File: src/rtl/pipe_hazard_ctrl.sv
// Stall/flush sequencer for the 5-stage pipeline registers: load-use, divide, SRAM wait and exceptions.
// Optional performance counters are compiled in when PIPE_PERF_CNT_EN is defined.
module pipe_hazard_ctrl #(
  parameter int DIV_CYCLES = 33,
  parameter int CNT_W      = 6
) (
  input  logic       clk,
  input  logic       rst_n,
  input  logic [4:0] id_rs,
  input  logic [4:0] id_rt,
  input  logic       id_uses_rs,
  input  logic       id_uses_rt,
  input  logic       ex_mem_read,
  input  logic [4:0] ex_write_dst,
  input  logic       ex_div_start,
  input  logic       mem_req,
  input  logic       mem_data_ok,
  input  logic       exc_valid,
  output logic       stall_if,
  output logic       stall_id,
  output logic       stall_ex,
  output logic       stall_mem,
  output logic       flush_id,
  output logic       flush_ex,
  output logic       flush_mem,
  output logic       flush_wb,
  output logic       redirect,
  output logic       div_busy,
  output logic [1:0] state
`ifdef PIPE_PERF_CNT_EN
  ,
  output logic [31:0] perf_stall_cycles,
  output logic [31:0] perf_flush_events
`endif
);

  typedef enum logic [1:0] {
    RUN      = 2'd0,
    MEM_WAIT = 2'd1,
    DIV_BUSY = 2'd2,
    EXC      = 2'd3
  } state_t;

  state_t           state_q, state_d;
  logic [CNT_W-1:0] cnt_q, cnt_d;
  logic             load_use_s;
  logic             stall_if_s, stall_id_s, stall_ex_s, stall_mem_s;
  logic             flush_id_s, flush_ex_s, flush_mem_s, flush_wb_s;
  logic             redirect_s, div_busy_s;

  // Register $0 is hard-wired zero, so a load targeting it never creates a dependency.
  always_comb begin
    load_use_s = ex_mem_read & (ex_write_dst != 5'd0) &
                 ((id_uses_rs & (id_rs == ex_write_dst)) |
                  (id_uses_rt & (id_rt == ex_write_dst)));
  end

  // Next-state, divide countdown and raw stall/flush decode
  always_comb begin
    state_d     = state_q;
    cnt_d       = cnt_q;
    stall_if_s  = 1'b0;
    stall_id_s  = 1'b0;
    stall_ex_s  = 1'b0;
    stall_mem_s = 1'b0;
    flush_id_s  = 1'b0;
    flush_ex_s  = 1'b0;
    flush_mem_s = 1'b0;
    flush_wb_s  = 1'b0;
    redirect_s  = 1'b0;
    div_busy_s  = 1'b0;
    case (state_q)
      RUN: begin
        if (exc_valid) begin
          flush_id_s  = 1'b1;
          flush_ex_s  = 1'b1;
          flush_mem_s = 1'b1;
          flush_wb_s  = 1'b1;
          state_d     = EXC;
        end else if (mem_req && !mem_data_ok) begin
          stall_if_s  = 1'b1;
          stall_id_s  = 1'b1;
          stall_ex_s  = 1'b1;
          stall_mem_s = 1'b1;
          flush_wb_s  = 1'b1;
          state_d     = MEM_WAIT;
        end else if (ex_div_start) begin
          stall_if_s  = 1'b1;
          stall_id_s  = 1'b1;
          stall_ex_s  = 1'b1;
          flush_mem_s = 1'b1;
          div_busy_s  = 1'b1;
          cnt_d       = CNT_W'(DIV_CYCLES - 2);
          state_d     = DIV_BUSY;
        end else if (load_use_s) begin
          stall_if_s = 1'b1;
          stall_id_s = 1'b1;
          flush_ex_s = 1'b1;
        end else begin
          state_d = RUN;
        end
      end
      MEM_WAIT: begin
        // The outstanding access always completes; exceptions wait until RUN.
        if (!mem_data_ok) begin
          stall_if_s  = 1'b1;
          stall_id_s  = 1'b1;
          stall_ex_s  = 1'b1;
          stall_mem_s = 1'b1;
          flush_wb_s  = 1'b1;
        end else begin
          state_d = RUN;
        end
      end
      DIV_BUSY: begin
        div_busy_s = 1'b1;
        if (exc_valid) begin
          flush_id_s  = 1'b1;
          flush_ex_s  = 1'b1;
          flush_mem_s = 1'b1;
          flush_wb_s  = 1'b1;
          cnt_d       = {CNT_W{1'b0}};
          state_d     = EXC;
        end else if (cnt_q == {CNT_W{1'b0}}) begin
          state_d = RUN;
        end else begin
          stall_if_s  = 1'b1;
          stall_id_s  = 1'b1;
          stall_ex_s  = 1'b1;
          flush_mem_s = 1'b1;
          cnt_d       = cnt_q - {{(CNT_W-1){1'b0}}, 1'b1};
        end
      end
      EXC: begin
        redirect_s = 1'b1;
        flush_id_s = 1'b1;
        state_d    = RUN;
      end
      default: begin
        state_d = RUN;
        cnt_d   = {CNT_W{1'b0}};
      end
    endcase
  end

  // State and countdown registers
  always_ff @(posedge clk or negedge rst_n) begin
    if (!rst_n) begin
      state_q <= RUN;
      cnt_q   <= {CNT_W{1'b0}};
    end else begin
      state_q <= state_d;
      cnt_q   <= cnt_d;
    end
  end

  // Controls are combinational but must stay quiet while reset is asserted.
  always_comb begin
    stall_if  = rst_n & stall_if_s;
    stall_id  = rst_n & stall_id_s;
    stall_ex  = rst_n & stall_ex_s;
    stall_mem = rst_n & stall_mem_s;
    flush_id  = rst_n & flush_id_s;
    flush_ex  = rst_n & flush_ex_s;
    flush_mem = rst_n & flush_mem_s;
    flush_wb  = rst_n & flush_wb_s;
    redirect  = rst_n & redirect_s;
    div_busy  = rst_n & div_busy_s;
    state     = state_q;
  end

`ifdef PIPE_PERF_CNT_EN
  logic [31:0] perf_stall_q, perf_flush_q;

  // Saturating stall-cycle and exception-entry counters
  always_ff @(posedge clk or negedge rst_n) begin
    if (!rst_n) begin
      perf_stall_q <= 32'd0;
      perf_flush_q <= 32'd0;
    end else begin
      if (stall_if && (perf_stall_q != 32'hFFFF_FFFF)) begin
        perf_stall_q <= perf_stall_q + 32'd1;
      end
      if ((state_d == EXC) && (state_q != EXC) && (perf_flush_q != 32'hFFFF_FFFF)) begin
        perf_flush_q <= perf_flush_q + 32'd1;
      end
    end
  end

  always_comb begin
    perf_stall_cycles = perf_stall_q;
    perf_flush_events = perf_flush_q;
  end
`endif

endmodule

File: config.mk
export PLATFORM = sky130hd
export DESIGN_NAME = pipe_hazard_ctrl
export DESIGN_NICKNAME = d
export VERILOG_FILES = /design/src/rtl/pipe_hazard_ctrl.sv
export SDC_FILE = /design/constraint.sdc
export NUM_CORES = 1
export LEC_CHECK = 0
export CAP_MARGIN = 15
export CORE_MARGIN = 5
export CORE_UTILIZATION = 44
export DETAILED_ROUTE_END_ITERATION = 6
export PLACE_DENSITY = 0.92
export RECOVER_POWER = 50
export SLEW_MARGIN = 10
export SYNTH_ARGS = -nofsm -noshare
export SYNTH_HDL_FRONTEND = slang
export SYNTH_SLANG_ARGS = --single-unit
File: constraint.sdc
create_clock -name clk -period 3.1 [get_ports clk]
set_input_delay 0.465 -clock clk [delete_from_list [all_inputs] [get_ports clk]]
set_output_delay 0.465 -clock clk [all_outputs]
set_load 0.005 [all_outputs]
======== Yosys cells after proc, flatten, opt, wreduce, memory -nomap -nowiden ========
Cells that the tools add are included.
cells by class
  add/subtract/negate cells ............... 1
  multiply operators ...................... 0
  divide/modulo/power cells ............... 0
  magnitude comparators ................... 0
  eq/ne operators ......................... 12
  shifts and indexed selects .............. 0
  muxes and demuxes ....................... 44
  bitwise gates (word level) .............. 14
  reduce and logical (&&, ||, !) cells .... 9
operator list
  kind                   count
  $mux W6                5
  $mux W1                22
  $mux W2                7
  $and A1 B1 Y1          13
  $pmux W6 S2            1
  $eq A5 B5 Y1           2
  $pmux W1 S2            5
  $pmux W1 S3            3
  $ne A2 B2 Y1 const B   4
  $pmux W2 S4            1
  $logic_not A6 Y1       1
  $ne A3 B3 Y1 const B   2
  $sub A6 B1 Y6 const B  1
  $ne A5 B5 Y1 const B   1
  $reduce_and A5 Y1      1
  $reduce_bool A5 Y1     1
  $eq A2 B2 Y1 const B   2
  $reduce_and A3 Y1      1
  $eq A2 B1 Y1 const B   1
  $logic_not A2 Y1       1
  $reduce_bool A2 Y1     1
  $reduce_or A2 Y1       1
  $logic_and A1 B1 Y1    1
  $logic_not A1 Y1       1
  $or A1 B1 Y1           1
storage, ports and cells
  bits in registers ....................... 8
  bits in latches ......................... 0
  RAM bits ................................ 0
  ROM bits ................................ 0
  input bits .............................. 24
  output and inout port bits .............. 12
  logic and storage cells ................. 82
  memories kept ........................... 0

======== Logic depth before layout (Yosys ltp) ========
Gate-level depths: netlist (run 1).
  word-level depth ........................ 10
  depth in mapped cells ................... 7

======== Least setup slack after synthesis (run 1) ========
No wires, ideal clock.
  path kind ............................... register to output
  from .................................... reg cnt_q[0]
  to ...................................... out stall_if
  arrival ................................. 1584 ps
  data required time ...................... 2635 ps
  path slack .............................. 1051 ps
  stages on the path, launching flop included .. 8
  path buffers ............................ 1
  cell sequence ........................... dfrtp_1 > inv_1 > ha_1 > nor2b_1 > a2111oi_0 > a211o_1 > o21bai_1 > buf_4
between the ends
  longest elaborated chain between the ends .. 5
ends and longest elaborated chain
  item                      RTL line  source
  start: declaration        45        logic [CNT_W-1:0] cnt_q, cnt_d;
  start signal: assignment  150       cnt_q <= {CNT_W{1'b0}};
  start signal: assignment  153       cnt_q <= cnt_d;
  $logic_not A6 Y1          124       end else if (cnt_q == {CNT_W{1'b0}}) begin
  $mux W1 (2 in series)     -
  $pmux W1 S3               -
  $and A1 B1 Y1             -
  end: declaration          19        output logic stall_if,
Every way passes these cells.

======== Worst setup path in the final report (run 1) ========
  from .................................... in exc_valid
  to ...................................... out flush_wb
between the ends
  longest elaborated chain between the ends .. 3
ends and longest elaborated chain
  item                        RTL line  source
  start: declaration          18        input logic exc_valid,
  $mux W1 (on tied branches)  117, 74
  $pmux W1 S3 (*)             72        case (state_q)
  $and A1 B1 Y1 (*)           166       flush_wb = rst_n & flush_wb_s;
  end: declaration            26        output logic flush_wb,
Every way passes the cells marked *; elsewhere a longest branch is shown, timed or not.

==> run metrics, run 1 <==
io pins 36; H-tree Lvls 1; Worst Path Required 2.63 ns; syn avg cell area between 8 and 9 um^2; Fin Setup TNS 0 ns; Setup CP Type input port to output pin; Layout area overhead 46.8%; Arrival @ worst endpoint 2.43 ns; Starting Density 46.2%; FMAX roughly 350 MHz; via count between 800 and 900; Net Count, Synth 125; nets@finish 162; Final setup violation count 0; final setup margin just over 0.2 ns; buffers plus inverters on the worst setup path 3; root buf cell clkbuf_4; vias in the first global route 822; register bit total from synthesis 8; max-cap viol count 0; gr usage total 16.8%; pwr dens between 500 and 600 nW/um^2; first-pass GRT wire length about 3500 um; max-slew violations 0; largest net degree at the start of global routing 14; # rows 15; Iteration-0 DRC Markers 20; Pleak 0.479 nW; Clk Latency, worst-skew pair roughly 0.25 ns; grt total ovfl 0; post-route cell area ~1200 um^2; worst vdd ir 0.363 mV; Core Region around 1700 um^2; Hold Fails Final Rpt 0; post-detailed-route wirelength per cell 13.3 um; ant diodes 0; post-route ant nets 0; Syn Std Cell Area between 700 and 800 um^2; period utilisation layout 93.5%; Power, Total a little under 0.6 mW; placed instance area approximately 1200 um^2; full die area about 2800 um^2; Slowest cell on crit path dlygate4sd3_1; Max Root-Sink Buffers 2; Final Skew roughly 0.00053 ns; layout cells sized above 1 8.96%; CTS tree yes; initial antenna violation count 0; CTS Sinks 8; drc violations 0; die height about 53 um; crit end category output pin; Synth cell types 40; routed wire length 2120 um; drt first pass iters 5; post-route minimum period 2.90 ns; pin slew with the least headroom to its limit ~0.45 ns; RSZ-0062 raised after global routing no; crit path max fanout 11; Buffers on Ports 35; clk slew on worst S/H paths roughly 0.050 ns; min-delay worst type flop to flop; HPWL Detailed 1710 um; status complete, no violations; hold_ws roughly 0.59 ns; Inserted Clock Buffers 3; cell breakdown of the critical path dlygate4sd3_1 > inv_1 > o21ai_0 > and3_1 > clkdlybuf4s50_1; Placer Congestion ~0.82; post_cts resized 0; Horiz. Die Dim between 50 and 60 um; cell count after synthesis between 90 and 100; yosys warns 0; CP delay by family, top buffers and inverters; Crit path largest cell delay roughly 0.8 ns; post-CTS setup buffers 0; Post-CTS Hold Buffers 0; pre-CTS WS 0.242 ns; post-synthesis sequential area ratio between 20% and 30%; critical path launch point type input port; relative slew slack 69.9%; drt via density 5.40
==> registers in the layout, summed over array words and instances (netlist names) <==
name	flops
cnt_q	6
state	2
==> final timing paths <==
| path | startpoint | to | slack [ns] | depth (start not counted) |
|---|---|---|---|---|
| max | exc_valid | flush_wb | 0.20 | 5 |
| min | cnt_q[5] | cnt_q[5] | 0.59 | 2 |
| max reg2reg | cnt_q[0] | cnt_q[3] | 1.47 | 6 |
| min reg2reg | cnt_q[5] | cnt_q[5] | 0.59 | 2 |
| max in group asynchronous | rst_n | cnt_q[2] | 2.05 | 2 |
| min in group asynchronous | rst_n | cnt_q[5] | 0.74 | 2 |
==> final cells by class <==
class | count | area [um^2]
inverter | 6 | 22.5
fill | 154 | 557
tap | 25 | 31.3
multi-input combinational | 81 | 539
timing repair buffer | 36 | 354
clock buffer | 3 | 22.5
sequential | 8 | 200
==> cell usage after synthesis <==
cell type / count / share of area [%]
a21oi_1: 13 / 8.2
nor2_1: 10 / 4.7
xor2_1: 9 / 9.9
dfrtp_1: 8 / 25
inv_1: 6 / 2.8
o21ai_0: 4 / 2.5
nand2b_1: 3 / 2.4
nor4_1: 3 / 2.4
or2_2: 3 / 2.4
a21o_1: 2 / 1.9
a31oi_1: 2 / 1.6
buf_6: 2 / 2.8
ha_1: 2 / 3.1
nand2_1: 2 / 0.94
nand3_1: 2 / 1.3
nor3_1: 2 / 1.3
or4_1: 2 / 1.9
xnor2_1: 2 / 2.2
a2111oi_0: 1 / 1.1
a211o_1: 1 / 1.1
a31o_2: 1 / 1.1
a32oi_1: 1 / 1.1
and2_0: 1 / 0.79
and2_1: 1 / 0.79
and3_1: 1 / 0.79
and3_2: 1 / 0.94
buf_2: 1 / 0.63
buf_4: 1 / 0.94
nand2b_2: 1 / 1.1
nand2b_4: 1 / 1.7
nand4b_1: 1 / 1.1
nor2b_1: 1 / 0.79
nor3_4: 1 / 2.0
nor3b_1: 1 / 0.94
nor4b_1: 1 / 1.1
o211ai_1: 1 / 0.94
o21ai_1: 1 / 0.63
o21bai_1: 1 / 0.94
o22a_1: 1 / 1.1
or2b_2: 1 / 1.1
==> where the power goes <==
group	internal, mW	switching, mW
clock network	0.0443	0.0357
logic	0.165	0.135
registers	0.146	0.0648
total	0.354	0.236
==> layer usage <==
layer	wire length (um)	part of all wire [%]	track usage, %
met1	867	41	18.1
met3	86	4.1	3.42
met2	1150	54	31.8
met5	0	0	0
met4	19	0.90	5.53
==> per-stage QoR <==
stage,instances,util [%]
after floorplan,99,-
after global placement,156,66.7
after detailed placement,156,66.7
after CTS,159,68.0
after global routing,159,67.8
final,159,67.8
==> cells in the final DEF, fill, tap and decap left out, types with 3 or more instances in the layout <==
| cell | count |
|---|---|
| clkbuf_4 | 3 |
| inv_1 | 6 |
| nor2_1 | 10 |
| or2_2 | 3 |
| nor4_1 | 3 |
| clkdlybuf4s50_1 | 32 |
| a21oi_1 | 13 |
| dlygate4sd3_1 | 3 |
| nand2b_1 | 3 |
| dfrtp_1 | 8 |
| o21ai_0 | 4 |
| xor2_1 | 9 |
==> cell families (layout without fill, tap and decap cells) <==
| family | count (synthesis) | count (layout) | synth area share (%) |
|---|---|---|---|
| and+or+nand+nor | 39 | 39 | 30.3 |
| AOI/OAI and AO/OA | 29 | 29 | 22.1 |
| buffers and inverters | 10 | 45 | 7.22 |
| DFF | 8 | 8 | 25.1 |
| xor gates and xnor gates | 11 | 11 | 12.1 |
| adders and majority gates | 2 | 2 | 3.14 |
==> worst reg2reg max path: cells and delay by family, from the launching register on <==
kind / cells / cell delay (ns)
AOI/OAI and AO/OA: 2 / 0.34
adders and majority gates: 1 / 0.18
buffers and inverters: 1 / 0.12
DFF: 1 / 0.39
and+or+nand+nor: 2 / 0.48
Note: power is estimated with default switching activity, not from simulation.
==> run 2, diff against run 1 <==
--- a/config.mk
+++ b/config.mk
@@ -7,9 +7,9 @@
 export LEC_CHECK = 0
 export CAP_MARGIN = 15
 export CORE_MARGIN = 5
-export CORE_UTILIZATION = 44
+export CORE_UTILIZATION = 37
 export DETAILED_ROUTE_END_ITERATION = 6
-export PLACE_DENSITY = 0.92
+export PLACE_DENSITY = 0.83
 export RECOVER_POWER = 50
 export SLEW_MARGIN = 10
 export SYNTH_ARGS = -nofsm -noshare
==> constraint.sdc (replaced) <==
create_clock -name clk -period 2.5 [get_ports clk]
set_input_delay 0.375 -clock clk [delete_from_list [all_inputs] [get_ports clk]]
set_output_delay 0.375 -clock clk [all_outputs]
set_load 0.005 [all_outputs]
==> run 2 against run 1 <==
  * Final cell count increased by 9.4%
  * Utilization fell by 3.6 points
  * Largest cell class unchanged
  * Design area rose by 9.7%
  * Global-route usage shrank 1.9 points
  * Clock power increased by 29%
==> run metrics, run 2 (synthesis gave the netlist of run 1 again) <==
final non-filler cell total 174; post-CTS setup buffers 0; critical path launch point type input port; H-tree Lvls 1; clk slew on worst S/H paths around 0.06 ns; RR Endpoint cnt_q[3]; die height between 50 and 60 um; period utilisation layout just under 100%; Starting Density between 30 and 40%; hold path startpoint state[0]; CTS tree yes; io pins 36; FMAX between 400 and 500 MHz; Iteration-0 DRC Markers 19; nets@finish approximately 180; Hold Fails Final Rpt 0; min-delay worst type flop to flop; HPWL Detailed a little under 2000 um; multi-input combinational cell area between 500 and 600 um^2; fillcell total 170; # rows 16; max reg flops 6; Core Region around 2000 um^2; Final Util around 64%; Reg2Reg Setup Slack 0.85 ns; Final Skew 0.00594 ns; RSZ-0062 raised after global routing no; register area between 200 and 250 um^2; worst hold path endpoint state[1]; Layout area overhead 61.1%; max-slew violations 0; relative slew slack about four fifths; Clk Latency, worst-skew pair around 0.26 ns; grt total ovfl 0; Buffers on Ports 35; full die area between 3000 and 4000 um^2; Arrival @ worst endpoint 2.06 ns; crit path max fanout 4; initial antenna violation count 0; CTS Sinks 8; Fin Setup TNS 0 ns; Post-CTS Hold Buffers 0; layout cells sized above 1 a little under a fifth; Worst Hold Depth 1; post-route minimum period between 2 and 2.5 ns; commonest non-fill, non-tap cells in the layout 30 x clkdlybuf4s50_1, 13 x buf_4, 12 x a21oi_1; Pleak between 0.5 and 0.6 nW; first-pass GRT wire length ~3900 um; Setup CP Type input port to output pin; post-detailed-route wirelength per cell ~13 um; largest net degree at the start of global routing 10; vias in the first global route 900; status complete, no violations; Worst Path Required 2.12 ns; ant diodes 0; routed wire length between 2000 and 2500 um; root buf cell clkbuf_4; Horiz. Die Dim ~56 um; Placer Congestion about 0.8; pwr dens slightly above 600 nW/um^2; Final setup violation count 0; post-route ant nets 0; Reg with most FFs cnt_q; pin slew with the least headroom to its limit ~0.30 ns; Reg-to-Reg Start cnt_q[1]; Inserted Clock Buffers 3; Critical Path Start rst_n; max-cap viol count 0; Max Root-Sink Buffers 2; crit end category output pin; drt via density approximately 5.1; gr usage total roughly 15%; commonest non-fill, non-tap cell in the layout clkdlybuf4s50_1; via count approximately 900; Post-Place Cells ~170; drc violations 0; worst vdd ir 0.496 mV; worst r2r path cells 7; drt first pass iters 4
-- run 2: cell count changes in the layout (fill, tap and decap cells not counted), sizes merged --
cell	change
buf	+13
clkdlybuf4s50	-2
dlygate4sd2	+5
dlygate4sd3	-3
-- run 2: worst max-delay path, stage by stage --
cell and delay [ns]:
clkdlybuf4s50_1 0.59, nand2b_4 0.08, buf_4 0.14, or2_2 0.27, o21ai_0 0.08, clkdlybuf4s50_1 0.53
-- run 2: metal layers --
| layer | GRT usage (%) | vias to the layer above | wire [um] |
|---|---|---|---|
| met5 | 0 | - | 0 |
| met4 | 3.05 | 0 | 0 |
| met3 | 2.98 | 0 | 90 |
| met2 | 29.2 | 21 | 1340 |
| met1 | 16.1 | 426 | 917 |
| li1 | - | 449 | - |
-- run 2: timing repair --
item / CTS / global route
resized for setup: 7 / 5
setup endpoints to repair: 5 / 3
pin swaps: 4 / 0
-- run 2: worst max path at each step --
stage,endpoint,slack [ns],depth (start not counted)
floorplan,stall_if,0.54,7
global placement,stall_id,-0.13,6
detailed placement,stall_if,-0.17,6
CTS,flush_mem,0.01,6
global route,flush_id,0.02,5
finish,flush_id,0.07,6
-- run 2: area by class of cell --
| cell class | instances | share of cell area [%] |
|---|---|---|
| Multi-Input combinational cell | 81 | 43.6 |
| Timing Repair Buffer | 49 | 34.7 |
| Sequential cell | 8 | 15.6 |
| Tap cell | 27 | 2.63 |
| Clock buffer | 3 | 1.75 |
| Inverter | 6 | 1.75 |
-- run 2: power by group --
| group | switching (mW) | internal (mW) |
|---|---|---|
| sequential | 0.0735 | 0.181 |
| combinational | 0.192 | 0.248 |
| clock | 0.0477 | 0.0552 |
-- run 2: per-stage QoR --
stage	hold WS, ns	instance area (um^2)	setup WS, ns	total power, mW
6_report	0.560	1280	0.0696	0.797
5_1_grt	0.595	1280	0.0169	0.869
4_1_cts	0.554	1270	0.0149	0.787
3_5_place_dp	0.548	1250	-0.173	0.683
3_3_place_gp	0.544	1250	-0.134	0.669
2_1_floorplan	0.0794	797	0.541	0.493
